==> config.mk <==
export PLATFORM = sky130hd
export DESIGN_NAME = reg_file_2r1w_flat
export DESIGN_NICKNAME = d
export VERILOG_FILES = /design/src/rtl/reg_file_2r1w_pkg.sv /design/src/rtl/reg_file_2r1w_if.sv /design/src/rtl/reg_file_2r1w_sync_2ff.sv /design/src/rtl/reg_file_2r1w.sv /design/src/flat_wrapper.sv
export SDC_FILE = /design/constraint.sdc
export NUM_CORES = 1
export LEC_CHECK = 0
export CORE_MARGIN = 5
export CORE_UTILIZATION = 40
export DETAILED_ROUTE_END_ITERATION = 6
export MAX_ROUTING_LAYER = met4
export PLACE_DENSITY = 0.72
export SLEW_MARGIN = 20
export SYNTH_ARGS = -nofsm -noshare
export SYNTH_HDL_FRONTEND = slang
export SYNTH_SLANG_ARGS = --single-unit
==> constraint.sdc <==
create_clock -name clk -period 2.8 [get_ports clk]
set_clock_uncertainty 0.15 [all_clocks]
set_input_delay 0.7 -clock clk [delete_from_list [all_inputs] [get_ports clk]]
set_output_delay 0.7 -clock clk [all_outputs]
set_load 0.02 [all_outputs]
==> src/rtl/reg_file_2r1w_pkg.sv <==
// Address-map helpers shared by the 2-read/1-write register file.
package reg_file_2r1w_pkg;

    typedef enum logic [1:0] {REG_GP, REG_OUT, REG_IN, REG_NONE} region_e;

    function automatic int unsigned n_gp_of(input int unsigned n_reg,
                                            input int unsigned n_in,
                                            input int unsigned n_out);
        return n_reg - n_in - n_out;
    endfunction

    // IN ports sit at the top of the map, OUT registers directly below them.
    function automatic region_e region_of(input int unsigned addr,
                                          input int unsigned n_reg,
                                          input int unsigned n_in,
                                          input int unsigned n_out);
        if (addr >= n_reg)                            return REG_NONE;
        if (addr >= n_reg - n_in)                     return REG_IN;
        if (addr >= n_gp_of(n_reg, n_in, n_out))      return REG_OUT;
        return REG_GP;
    endfunction

endpackage

==> src/rtl/reg_file_2r1w_if.sv <==
// Read/write/user-I/O bundle of the register file.
interface reg_file_2r1w_if #(
    parameter int unsigned WIDTH = 8,
    parameter int unsigned AW    = 3,
    parameter int unsigned N_IN  = 1,
    parameter int unsigned N_OUT = 1
);
    localparam int unsigned IW = ((N_IN  > 0) ? N_IN  : 1) * WIDTH;
    localparam int unsigned OW = ((N_OUT > 0) ? N_OUT : 1) * WIDTH;
    localparam int unsigned SW = (N_OUT > 0) ? N_OUT : 1;

    logic [AW-1:0]    ra_addr;
    logic [WIDTH-1:0] ra_data;
    logic [AW-1:0]    rb_addr;
    logic [WIDTH-1:0] rb_data;
    logic             we;
    logic [AW-1:0]    wa;
    logic [WIDTH-1:0] wd;
    logic [IW-1:0]    user_in;
    logic [OW-1:0]    user_out;
    logic [SW-1:0]    out_stb;

    modport master (
        output ra_addr, rb_addr, we, wa, wd, user_in,
        input  ra_data, rb_data, user_out, out_stb
    );

    modport slave (
        input  ra_addr, rb_addr, we, wa, wd, user_in,
        output ra_data, rb_data, user_out, out_stb
    );

endinterface

==> src/rtl/reg_file_2r1w_sync_2ff.sv <==
// Two-stage synchroniser for an asynchronous user input word.
module reg_file_2r1w_sync_2ff #(
    parameter int unsigned WIDTH = 8
) (
    input  logic             clk,
    input  logic             rst,
    input  logic [WIDTH-1:0] d,
    output logic [WIDTH-1:0] q
);

    logic [WIDTH-1:0] meta;

    always_ff @(posedge clk or posedge rst) begin
        if (rst) begin
            meta <= '0;
            q    <= '0;
        end else begin
            meta <= d;
            q    <= meta;
        end
    end

endmodule

==> src/rtl/reg_file_2r1w.sv <==
// Register file: two combinational read ports, one write port, GP / OUT / IN regions.
module reg_file_2r1w
    import reg_file_2r1w_pkg::*;
#(
    parameter int unsigned WIDTH  = 8,
    parameter int unsigned N_REG  = 8,
    parameter int unsigned N_IN   = 1,
    parameter int unsigned N_OUT  = 1,
    parameter int unsigned BYPASS = 1
) (
    input  logic            clk,
    input  logic            rst,
    reg_file_2r1w_if.slave  bus
);

    localparam int unsigned AW   = $clog2(N_REG);
    localparam int unsigned N_GP = n_gp_of(N_REG, N_IN, N_OUT);
    localparam int unsigned N_ST = N_GP + N_OUT;
    localparam int unsigned NI   = (N_IN  > 0) ? N_IN  : 1;
    localparam int unsigned OW   = ((N_OUT > 0) ? N_OUT : 1) * WIDTH;
    localparam int unsigned SW   = (N_OUT > 0) ? N_OUT : 1;

    if (N_REG < 2 || N_IN + N_OUT + 1 > N_REG) begin : g_bad_params
        $error("reg_file_2r1w: N_REG must be >= 2 with at least one GP register");
    end

    logic [WIDTH-1:0] mem   [N_ST];
    logic [WIDTH-1:0] in_q  [NI];
    logic [SW-1:0]    stb_q;
    logic             wr_ok;
    logic [AW-1:0]    rd_addr [2];
    logic [WIDTH-1:0] rd_data [2];
    logic [OW-1:0]    user_out_c;
    region_e          wa_region;

    // Writes land only in GP/OUT storage; IN and unmapped addresses are dropped.
    always_comb begin
        wa_region = region_of(32'(bus.wa), N_REG, N_IN, N_OUT);
        wr_ok     = bus.we && (wa_region == REG_GP || wa_region == REG_OUT);
    end

    always_ff @(posedge clk or posedge rst) begin
        if (rst) begin
            for (int unsigned i = 0; i < N_ST; i++) mem[i] <= '0;
            stb_q <= '0;
        end else begin
            for (int unsigned i = 0; i < N_ST; i++) begin
                if (wr_ok && bus.wa == AW'(i)) mem[i] <= bus.wd;
            end
            for (int unsigned j = 0; j < N_OUT; j++) begin
                stb_q[j] <= wr_ok && (bus.wa == AW'(N_GP + j));
            end
        end
    end

    for (genvar k = 0; k < N_IN; k++) begin : g_sync
        reg_file_2r1w_sync_2ff #(.WIDTH(WIDTH)) u_sync (
            .clk (clk),
            .rst (rst),
            .d   (bus.user_in[k*WIDTH +: WIDTH]),
            .q   (in_q[k])
        );
    end
    if (N_IN == 0) begin : g_no_in
        assign in_q[0] = '0;
    end

    assign rd_addr[0] = bus.ra_addr;
    assign rd_addr[1] = bus.rb_addr;

    // Unmapped addresses fall through to zero; forwarding never covers IN ports.
    always_comb begin
        for (int unsigned p = 0; p < 2; p++) begin
            rd_data[p] = '0;
            for (int unsigned i = 0; i < N_ST; i++) begin
                if (rd_addr[p] == AW'(i)) rd_data[p] = mem[i];
            end
            for (int unsigned k = 0; k < N_IN; k++) begin
                if (rd_addr[p] == AW'(N_REG - N_IN + k)) rd_data[p] = in_q[k];
            end
            if (BYPASS != 0 && wr_ok && rd_addr[p] == bus.wa) rd_data[p] = bus.wd;
        end
    end

    always_comb begin
        user_out_c = '0;
        for (int unsigned j = 0; j < N_OUT; j++) begin
            user_out_c[j*WIDTH +: WIDTH] = mem[N_GP + j];
        end
    end

    assign bus.ra_data  = rd_data[0];
    assign bus.rb_data  = rd_data[1];
    assign bus.user_out = user_out_c;
    assign bus.out_stb  = stb_q;

endmodule

==> src/flat_wrapper.sv <==
// flat-port wrapper written by rule: the top's interface ports become plain ports
module reg_file_2r1w_flat import reg_file_2r1w_pkg::*;
#(
    parameter int unsigned WIDTH  = 8,
    parameter int unsigned N_REG  = 8,
    parameter int unsigned N_IN   = 1,
    parameter int unsigned N_OUT  = 1,
    parameter int unsigned BYPASS = 1
)
  (clk, rst, bus_ra_addr, bus_rb_addr, bus_we, bus_wa, bus_wd, bus_user_in, bus_ra_data, bus_rb_data, bus_user_out, bus_out_stb);
  reg_file_2r1w_if #(.WIDTH(WIDTH), .AW(3), .N_IN(N_IN), .N_OUT(N_OUT)) bus_i ();
  input  logic clk;
  input  logic rst;
  input wire logic [$bits(bus_i.ra_addr)-1:0] bus_ra_addr;
  input wire logic [$bits(bus_i.rb_addr)-1:0] bus_rb_addr;
  input wire logic [$bits(bus_i.we)-1:0] bus_we;
  input wire logic [$bits(bus_i.wa)-1:0] bus_wa;
  input wire logic [$bits(bus_i.wd)-1:0] bus_wd;
  input wire logic [$bits(bus_i.user_in)-1:0] bus_user_in;
  output wire logic [$bits(bus_i.ra_data)-1:0] bus_ra_data;
  output wire logic [$bits(bus_i.rb_data)-1:0] bus_rb_data;
  output wire logic [$bits(bus_i.user_out)-1:0] bus_user_out;
  output wire logic [$bits(bus_i.out_stb)-1:0] bus_out_stb;
  assign bus_i.ra_addr = bus_ra_addr;
  assign bus_i.rb_addr = bus_rb_addr;
  assign bus_i.we = bus_we;
  assign bus_i.wa = bus_wa;
  assign bus_i.wd = bus_wd;
  assign bus_i.user_in = bus_user_in;
  assign bus_ra_data = bus_i.ra_data;
  assign bus_rb_data = bus_i.rb_data;
  assign bus_user_out = bus_i.user_out;
  assign bus_out_stb = bus_i.out_stb;
  reg_file_2r1w #(.WIDTH(WIDTH), .N_REG(N_REG), .N_IN(N_IN), .N_OUT(N_OUT), .BYPASS(BYPASS)) u_core (.clk(clk), .rst(rst), .bus(bus_i));
endmodule
==> impl_results.md <==
* Status: finished with violations
* Failing checks: negative setup slack
* Largest net degree at the start of global routing at 39
* Number of max-cap violations at 0
* Share of the synthesized area in the top cell type at 43.6%
* Synth Net Count at 399
* Filler cell count at 811
* Initial core utilization at 40.7%
* CTS tree: yes
* Fmax at 341 MHz
* Final slew viol count at 0
* Non-filler cells, final at 632
* Clock Root Buffer: clkbuf_8
* WS Path Type: in2out
* Met2 Use GR at 34.1%
* Aggregate global-route resource usage at 21.7%
* Setup ws final at -0.136 ns
* Fin util at 58.9%
* Post-synth EDFFs at 0
* Synth Area per Inst at 11.3 sq um
* Post-DR vias/cell at 5.76
* Synth unique cells at 48
* Total Power at 3.27 mW
* VDD IR max at 0.253 mV
* Worst Path Required at 1.95 ns
* IO buf count at 52
* # placed instances at 593
* RSZ-0062 raised after global routing: true
* Ratio of cells with drive above 1 in the final layout at 50.8%
* Vias in the first global route at 3778
* Initial antenna violation count at 0
* DR vias at 3640
* Die Footprint at 12600 sq um
* Warning count from the yosys run at 0
* Final wirelength at 13100 microns
* Drt first-iter violations at 309
* DR WL/cell at 20.8 microns
* Min Tclk post-route at 2.94 ns
* Max clock buf depth at 2
* Synth-to-layout area growth at 44.7%
* Synthesized flop and latch total at 73
* Ys flop type: dfrtp_1
* Crit path max fanout at 5
* Sequential area share after synthesis at 43.6%
* Async SR Flop Fraction at 100%
* Mapped Cells at 371
* Clk pin slew, worst setup/hold paths at 0.07 ns
* Die Ht at 112 microns
* Die W at 112 microns
* Worst-Margin Slew at 0.356 ns
* Crit. End Element: output pin
* # rows at 37
* Hpwl dp at 8590 microns
* Worst skew pair latency at 0.34 ns
* First-pass GRT wire length at 20700 microns
* Crit path DAT at 2.09 ns
* Sink Count at 73
* Cts bufs inserted at 9
* Grt peak-use layer: met2
* Grt met1 use at 27.6%
* Met3 Use GR at 4.20%
* Pwr dens at 540 nW/um^2
* Htree depth at 3
* Core area at 10300 sq um
* Largest area contributor in the netlist: dfrtp_1
* Crit start category: primary input
* Max_slew headroom at 76.2%
* Leak Pwr at 2.60 nW
* Final ANT Viol Nets at 0
* Final Setup Violations at 15
* Class of the worst hold path: reg2reg
* Total iterations of the first detailed-routing run at 5
* Tcrit/Tclk final at 105%
* Fin nets at 520
* Synth area leaders: dfrtp_1 44%, mux2_2 17%, mux2i_1 4.3%
* # IOs at 53
* GRT overflow at 0
* Diodes inserted at 0
* Placer congestion estimate at 0.960
* Number of hold violations in the final report at 0
* Mapped cell area at 4190 sq um
* # DRC at 0
cells in the final DEF (no fill, tap or decap), types with 4 or more instances in the layout:
master / count
dfrtp_1: 73
buf_4: 70
mux2_2: 64
buf_6: 28
clkdlybuf4s50_1: 26
nand2_1: 19
nor2_1: 19
mux2i_1: 18
a21oi_1: 10
clkbuf_8: 10
inv_1: 7
o21ai_0: 7
nand2b_1: 7
o2bb2ai_1: 7
buf_8: 7
buf_12: 7
o221ai_2: 6
or3_1: 6
a32oi_1: 6
mux2_4: 6
nor3_1: 5
o221ai_1: 5
nand3_1: 4
a22oi_2: 4
o211ai_1: 4
a22o_1: 4
cells by family after synthesis:
| family | after synthesis | share of synthesized area [%] |
|---|---|---|
| mux | 91 | 24.8 |
| simple gates | 86 | 10.7 |
| compound gates | 73 | 13.6 |
| flops | 73 | 43.6 |
| buf+inv | 43 | 6.22 |
| xor+xnor | 5 | 1.05 |
cells in the mapped netlist, types with 4 or more instances:
master,count
nand3_1,6
nor3_1,7
clkbuf_1,8
inv_1,8
buf_4,16
buf_6,4
buf_2,7
mux2i_1,18
a22oi_1,6
o211ai_1,4
mux2_1,6
a21oi_1,12
or3_1,6
o221ai_1,11
o2bb2ai_1,9
dfrtp_1,73
nand2b_1,11
nor2_1,20
a32oi_1,6
a22o_1,4
mux2_2,64
o21ai_0,7
nand2_1,19
worst max-delay path: stages:
cell	delay [ns]
buf_8	0.11
or3b_4	0.42
a31oi_4	0.21
and2_4	0.20
buf_8	0.13
a22o_1	0.18
buf_6	0.13
what timing repair did:
| item | in CTS | in global routing |
|---|---|---|
| setup buffers | 17 | 3 |
| setup endpoints to repair | 16 | 16 |
| resized for setup | 197 | 24 |
| hold buffers | 0 | 0 |
| pin swaps | 21 | 13 |
| cloned | 4 | 1 |
report_power, final:
group	leakage (nW)	internal (mW)	switching, mW
clock network	0.0802	0.337	0.388
logic	1.64	0.630	0.500
registers	0.876	1.24	0.169
total	2.60	2.21	1.06
stage by stage:
stage          hold WS (ns)  setup TNS (ns)  worst slack, ns  cell area, sq um
2_1_floorplan         0.181          -0.442          -0.0664              4240
3_3_place_gp          0.184          -16.83            -1.10              5260
3_5_place_dp          0.186          -17.53            -1.18              5260
4_1_cts               0.203           -1.40           -0.149              5890
5_1_grt               0.206           -1.98           -0.163              6050
6_report              0.200           -1.58           -0.136              6050
metal layers:
layer  part of all wire [%]  vias to the layer above
met5                      0                        -
met4                    3.5                        0
met3                    6.4                       34
met2                     49                      169
met1                     41                     1824
li1                       -                     1613
sequential cells by signal (all words and copies together), names as in the netlist:
signal / count
u_core.mem: 48
u_core.bus.out_stb: 1
u_core.g_sync.u_sync.meta: 8
u_core.g_sync.u_sync.q: 8
u_core.bus.user_out: 8
area by class of cell:
type	count	area, sq um	area share (%)
Clock buffer	10	138	2.27
Clock inverter	5	32.5	0.537
Inverter	8	30.0	0.496
Multi-Input combinational cell	255	2380	39.4
Sequential cell	73	1830	30.2
Tap cell	136	170	2.81
Timing Repair Buffer	145	1470	24.3
path summary, 6_finish.rpt:
path	startpoint	to	slack [ns]	depth (start not counted)
max in group asynchronous	rst	u_core.mem[9]	1.37	3
min	u_core.g_sync[0].u_sync.meta[5]	u_core.g_sync[0].u_sync.q[5]	0.20	0
min in group asynchronous	rst	u_core.g_sync[0].u_sync.q[2]	0.50	2
max reg2reg	u_core.bus.user_out[7]	u_core.bus.user_out[7]	1.75	2
min reg2reg	u_core.g_sync[0].u_sync.meta[5]	u_core.g_sync[0].u_sync.q[5]	0.20	0
max	bus_wa[2]	bus_rb_data[4]	-0.14	7
Note: power is estimated with default switching activity, not from simulation.
